`src/rtl/brick_field_ctrl.sv`:
```
// Breakout brick-field controller: multi-hit brick grid, level loading,
// row-weighted saturating score, live-brick count and level-clear flag.
module brick_field_ctrl #(
  parameter int ROWS    = 8,
  parameter int COLS    = 8,
  parameter int HP_W    = 2,
  parameter int SCORE_W = 16,
  localparam int NCELL  = ROWS * COLS,
  localparam int ROW_W  = (ROWS > 1) ? $clog2(ROWS) : 1,
  localparam int COL_W  = (COLS > 1) ? $clog2(COLS) : 1,
  localparam int BL_W   = $clog2(NCELL + 1)
) (
  input  logic                    clk,
  input  logic                    rst,
  input  logic                    load,
  input  logic [NCELL*HP_W-1:0]   level_map,
  input  logic                    collision,
  input  logic [ROW_W-1:0]        hit_row,
  input  logic [COL_W-1:0]        hit_col,
  output logic [NCELL-1:0]        brk_en,
  output logic [NCELL*HP_W-1:0]   brk_hp,
  output logic                    score,
  output logic                    hit_ack,
  output logic [SCORE_W-1:0]      points,
  output logic [BL_W-1:0]         bricks_left,
  output logic                    no_brks
);

  localparam int IDX_W = (NCELL > 1) ? $clog2(NCELL) : 1;
  localparam int PTS_W = $clog2(ROWS + 1);
  // One spare bit above the wider operand so an overflow is always visible.
  localparam int SUM_W = ((SCORE_W > PTS_W) ? SCORE_W : PTS_W) + 1;

  localparam logic [1:0] S_IDLE  = 2'd0;
  localparam logic [1:0] S_LOAD  = 2'd1;
  localparam logic [1:0] S_PLAY  = 2'd2;
  localparam logic [1:0] S_CLEAR = 2'd3;

  logic [1:0]       state;
  logic [BL_W-1:0]  load_count;
  logic             load_take;
  logic             hit_valid;
  logic [IDX_W-1:0] hit_idx;
  logic [HP_W-1:0]  hit_hp;
  logic [SUM_W-1:0] score_sum;

  // Live-brick count of the incoming map, latched alongside the map on load.
  always_comb begin
    load_count = '0;
    for (int i = 0; i < NCELL; i++) begin
      if (level_map[i*HP_W +: HP_W] != '0) load_count = load_count + BL_W'(1);
    end
  end

  // NOTE: every always_comb output gets a default first so no path infers a latch.
  always_comb begin
    hit_idx   = '0;
    hit_hp    = '0;
    hit_valid = 1'b0;
    if (int'(hit_row) < ROWS && int'(hit_col) < COLS) begin
      hit_idx   = IDX_W'(int'(hit_row) * COLS + int'(hit_col));
      hit_hp    = brk_hp[hit_idx*HP_W +: HP_W];
      hit_valid = collision && (state == S_PLAY) && (hit_hp != '0);
    end
    score_sum = SUM_W'(points) + SUM_W'(ROWS - int'(hit_row));
  end

  // Load is honoured everywhere except while a load is already in progress.
  assign load_take = load && (state != S_LOAD);

  always_comb begin
    brk_en = '0;
    for (int i = 0; i < NCELL; i++) brk_en[i] = |brk_hp[i*HP_W +: HP_W];
  end

  // NOTE: sequential state uses non-blocking assignments only, so every
  // register samples pre-edge values regardless of statement order.
  always_ff @(posedge clk or negedge rst) begin
    if (!rst) begin
      state       <= S_IDLE;
      // NOTE: the HP array is reset, not left undefined: the renderer reads
      // brk_en straight out of reset and must see an empty field.
      brk_hp      <= '0;
      points      <= '0;
      bricks_left <= '0;
      score       <= 1'b0;
      hit_ack     <= 1'b0;
      no_brks     <= 1'b0;
    end else begin
      score   <= 1'b0;
      hit_ack <= 1'b0;
      if (load_take) begin
        // A same-cycle collision is dropped here because hit handling sits in the else.
        state       <= S_LOAD;
        brk_hp      <= level_map;
        bricks_left <= load_count;
        points      <= '0;
        no_brks     <= 1'b0;
      end else begin
        case (state)
          S_LOAD: state <= S_PLAY;
          S_PLAY: begin
            if (bricks_left == '0) begin
              state   <= S_CLEAR;
              no_brks <= 1'b1;
            end
          end
          default: ;
        endcase

        if (hit_valid) begin
          hit_ack <= 1'b1;
          brk_hp[hit_idx*HP_W +: HP_W] <= hit_hp - HP_W'(1);
          if (hit_hp == HP_W'(1)) begin
            score       <= 1'b1;
            bricks_left <= bricks_left - BL_W'(1);
            if (score_sum[SUM_W-1:SCORE_W] != '0) points <= '1;
            else                                   points <= score_sum[SCORE_W-1:0];
          end
        end
      end
    end
  end

endmodule

```
`config.mk`:
```
export PLATFORM = sky130hd
export DESIGN_NAME = brick_field_ctrl
export DESIGN_NICKNAME = d
export VERILOG_FILES = /design/src/rtl/brick_field_ctrl.sv
export SDC_FILE = /design/constraint.sdc
export NUM_CORES = 1
export LEC_CHECK = 0
export CORE_MARGIN = 2
export CORE_UTILIZATION = 33
export CTS_BUF_LIST = sky130_fd_sc_hd__clkbuf_8
export DETAILED_ROUTE_END_ITERATION = 8
export MAX_ROUTING_LAYER = met4
export PLACE_DENSITY = 0.55
export SYNTH_ARGS = -nofsm -noshare
export SYNTH_HDL_FRONTEND = slang
export SYNTH_SLANG_ARGS = --single-unit
export TNS_END_PERCENT = 50
```
`constraint.sdc`:
```
create_clock -name clk -period 5.2 [get_ports clk]
set_input_delay 1.04 -clock clk [delete_from_list [all_inputs] [get_ports clk]]
set_output_delay 1.04 -clock clk [all_outputs]
set_load 0.05 [all_outputs]
```
==> summary.md <==
| Metric | Value |
|---|---|
| Outcome | complete, but fails checks |
| Violated checks | negative setup slack |
| Rel. slew slack | 27.7% |
| Post-synth EDFFs | 0 |
| P&R area growth vs syn | 62.3% |
| Fillers | 6184 |
| Clock network latency to the later pin of the worst-skew pair | 0.48 ns |
| Worst slack at placement | -26.24 ns |
| Peak Freq | 33.2 MHz |
| Routability cong. | 0.980 |
| Required @ worst endpoint | 5.53 ns |
| H-tree depth | 4 |
| Share of layout cells above drive strength 1 | 35.7% |
| Post-Synthesis Cells | 2731 |
| Setup ws final | -24.92 ns |
| WS Path Type | input port to flop |
| Number of port buffers | 355 |
| # hold bufs at CTS | 0 |
| Dpl hpwl | 84300 microns |
| Top FF cell, synth | dfrtp_1 |
| Initial antenna violation count | 6 |
| Critical path endpoint category | flop |
| Mapped cell area | 21700 sq um |
| DR vias | 26900 |
| Post-synthesis cell type count | 107 |
| DRC violation count after routing | 0 |
| Cell Area, Placed | 33300 sq um |
| CTS Buf Count | 17 |
| Commonest non-fill, non-tap cell in the layout | buf_4 |
| Final setup viols | 7 |
| Fin. max-slew vios | 0 |
| Total track usage | 30.4% |
| Yosys warnings | 0 |
| Avg Inst Size Synth | 7.96 sq um |
| Vias/cell | 5.46 |
| Clk sink count | 156 |
| Drt pass-1 iters | 7 |
| Die height | 261 microns |
| Worst setup SP type | input port |
| Worst Path Arrival | 30.45 ns |
| DRT iter0 DRCs | 1979 |
| Post-Route Hold Slack | 0.539 ns |
| Post-route clock period utilization | 579% |
| WL/cell | 21.0 microns |
| Initial core utilization | 33.2% |
| Nets | 4248 |
| RSZ-0062 raised after global routing | true |
| Max Cap Viol | 0 |
| Crit path max-delay family | adder cells |
| Worst-Margin Slew | 1.08 ns |
| Post-route cell area | 35300 sq um |
| Worst-path clk slew | 0.08 ns |
| Maximum clock insertion buffer count | 2 |
| Clock tree root buffer cell | clkbuf_8 |
| Worst path most repeated cell | ha_1 |
| Vias in the first global route | 26500 |
| Gr ovfl total | 0 |
| Largest net degree at the start of global routing | 104 |
| Die W | 261 microns |
| CP max-delay cell | a221o_1 |
| Die ar. | 68000 sq um |
| Fin crit period | 30.12 ns |
| Antenna Violating Nets Remaining | 0 |
| Yosys reg bits | 156 |
| Most frequent cells in the layout | buf_4 (1011), clkdlybuf4s50_1 (346), nor2_1 (279), nand2_1 (254), xnor2_1 (222) |
| Core area | 65500 sq um |
| CP max stage delay | 0.38 ns |
| Hold Fails Final Rpt | 0 |
| Syn Nets | 2945 |
| I/O pin cnt | 356 |
| Share of async-settable or async-resettable flops after synthesis | 100% |
| Worst hold path type | flop to flop |
| Num rows | 94 |
| Register area share after synthesis | 18.0% |
| WP buf/inv | 13 |
| Setup TNS | -151.04 ns |
| CTS tree | yes |
| First-pass GRT wire length | 154000 microns |
| Skew final | 0.0207 ns |
| WL final | 103000 microns |
| CP max FO | 3 |
worst reg2reg max path: stages (launching register included):
cell and delay (ns):
dfrtp_1 0.53, mux4_2 0.53, mux4_2 0.56, mux4_2 0.48
inv_1 0.11, ha_1 0.28, nor2_1 0.33, nand2_1 0.41
buf_4 0.33, nor3_1 0.19, a21oi_1 0.05, o21ai_0 0.16
routing by layer:
metal	share of wire, %	up-vias	wire (microns)	track usage (%)
met1	43	13000	44800	39.1
li1	-	12700	-	-
met2	47	979	48300	49.9
met5	0	-	0	-
met4	3.0	0	3090	8.62
met3	6.6	164	6800	3.82
cells by family (layout without fill, tap and decap cells):
family                   after synthesis  in the layout  share of synthesized area [%]
AND/OR/NAND/NOR                     1089           1089                           24.4
XOR/XNOR                             419            419                           21.7
adder cells (fa/ha/maj)               78             78                           4.50
other                                  0              6                              0
buffers and inverters                155           1470                           2.76
AO/OA/AOI/OAI                        741            741                           22.5
multiplexers                          93             93                           6.12
flip-flops                           156            156                           18.0
metrics by stage:
| stage | cells | utilization, % |
|---|---|---|
| global route | 4915 | 53.9 |
| finish | 4916 | 53.9 |
| detailed placement | 4762 | 50.8 |
| floorplan | 2731 | - |
| CTS | 4874 | 52.8 |
| global placement | 4762 | 50.8 |
area by class of cell:
cell class	count	area, sq um	area share [%]
clock buffer	19	262	0.741
antenna	6	15.0	0.0425
inverter	63	239	0.677
multi-input combinational	2420	18400	52.1
tap	864	1080	3.06
clock inverter	12	125	0.354
timing repair buffer	1376	11300	32.0
sequential	156	3900	11.1
flip-flops by register name, summed over array words and instances, names as in the netlist:
| signal | cells |
|---|---|
| bricks_left | 7 |
| brk_hp | 128 |
| hit_ack | 1 |
| no_brks | 1 |
| points | 16 |
| score | 1 |
| state | 2 |
worst paths after layout:
path                       depth (start not counted)                    from  slack (ns)                         end
max                                              186            level_map[0]      -24.92  bricks_left[6]$_DFFE_PN0P_
min                                                2   points[0]$_DFFE_PN0P_        0.54       points[0]$_DFFE_PN0P_
max reg2reg                                       11  brk_hp[37]$_DFFE_PN0P_        1.16      brk_hp[27]$_DFFE_PN0P_
min reg2reg                                        2   points[0]$_DFFE_PN0P_        0.54       points[0]$_DFFE_PN0P_
max in group asynchronous                          2                     rst        3.53      brk_hp[84]$_DFFE_PN0P_
min in group asynchronous                          1                     rst        0.55       points[8]$_DFFE_PN0P_
synth_stat cells, drive strengths merged (10+ instances only):
| cell type | number | area share [%] |
|---|---|---|
| xor2 | 101 | 4.7 |
| a211oi | 15 | 0.54 |
| nand4 | 21 | 0.60 |
| a22oi | 25 | 0.86 |
| nand2b | 21 | 0.60 |
| buf | 18 | 0.38 |
| clkbuf | 74 | 1.3 |
| dfrtp | 156 | 18 |
| or3 | 23 | 0.66 |
| xnor2 | 276 | 13 |
| nand3 | 61 | 1.4 |
| inv | 62 | 1.1 |
| o22ai | 38 | 1.1 |
| a21o | 11 | 0.38 |
| mux2i | 54 | 2.6 |
| mux4 | 29 | 3.0 |
| o211ai | 19 | 0.66 |
| o31ai | 28 | 0.97 |
| or2 | 117 | 3.4 |
| nand2 | 267 | 4.6 |
| nor3b | 14 | 0.48 |
| o221ai | 13 | 0.52 |
| o21a | 27 | 0.93 |
| and3 | 24 | 0.69 |
| a21oi | 174 | 4.0 |
| nor4 | 21 | 0.60 |
| a31oi | 28 | 0.81 |
| o21bai | 12 | 0.41 |
| and2 | 23 | 0.66 |
| nor3 | 129 | 3.0 |
| nor2 | 295 | 5.1 |
| xnor3 | 38 | 4.0 |
| mux2 | 10 | 0.52 |
| nand3b | 18 | 0.62 |
| o21ai | 190 | 4.4 |
| nor2b | 24 | 0.69 |
| a221o | 60 | 2.8 |
| ha | 75 | 4.3 |
repair_timing:
action | 4_1_cts | 5_1_grt
setup endpoints to repair | 7 | 7
buffers inserted | 82 | 36
endpoints found under the hold margin | 0 | 0
pin swaps | 116 | 117
gates resized for setup | 91 | 81
Power is left out: the tool's default activity adds up to more than one toggle a clock period on the data nets, which glitch-free logic cannot reach.
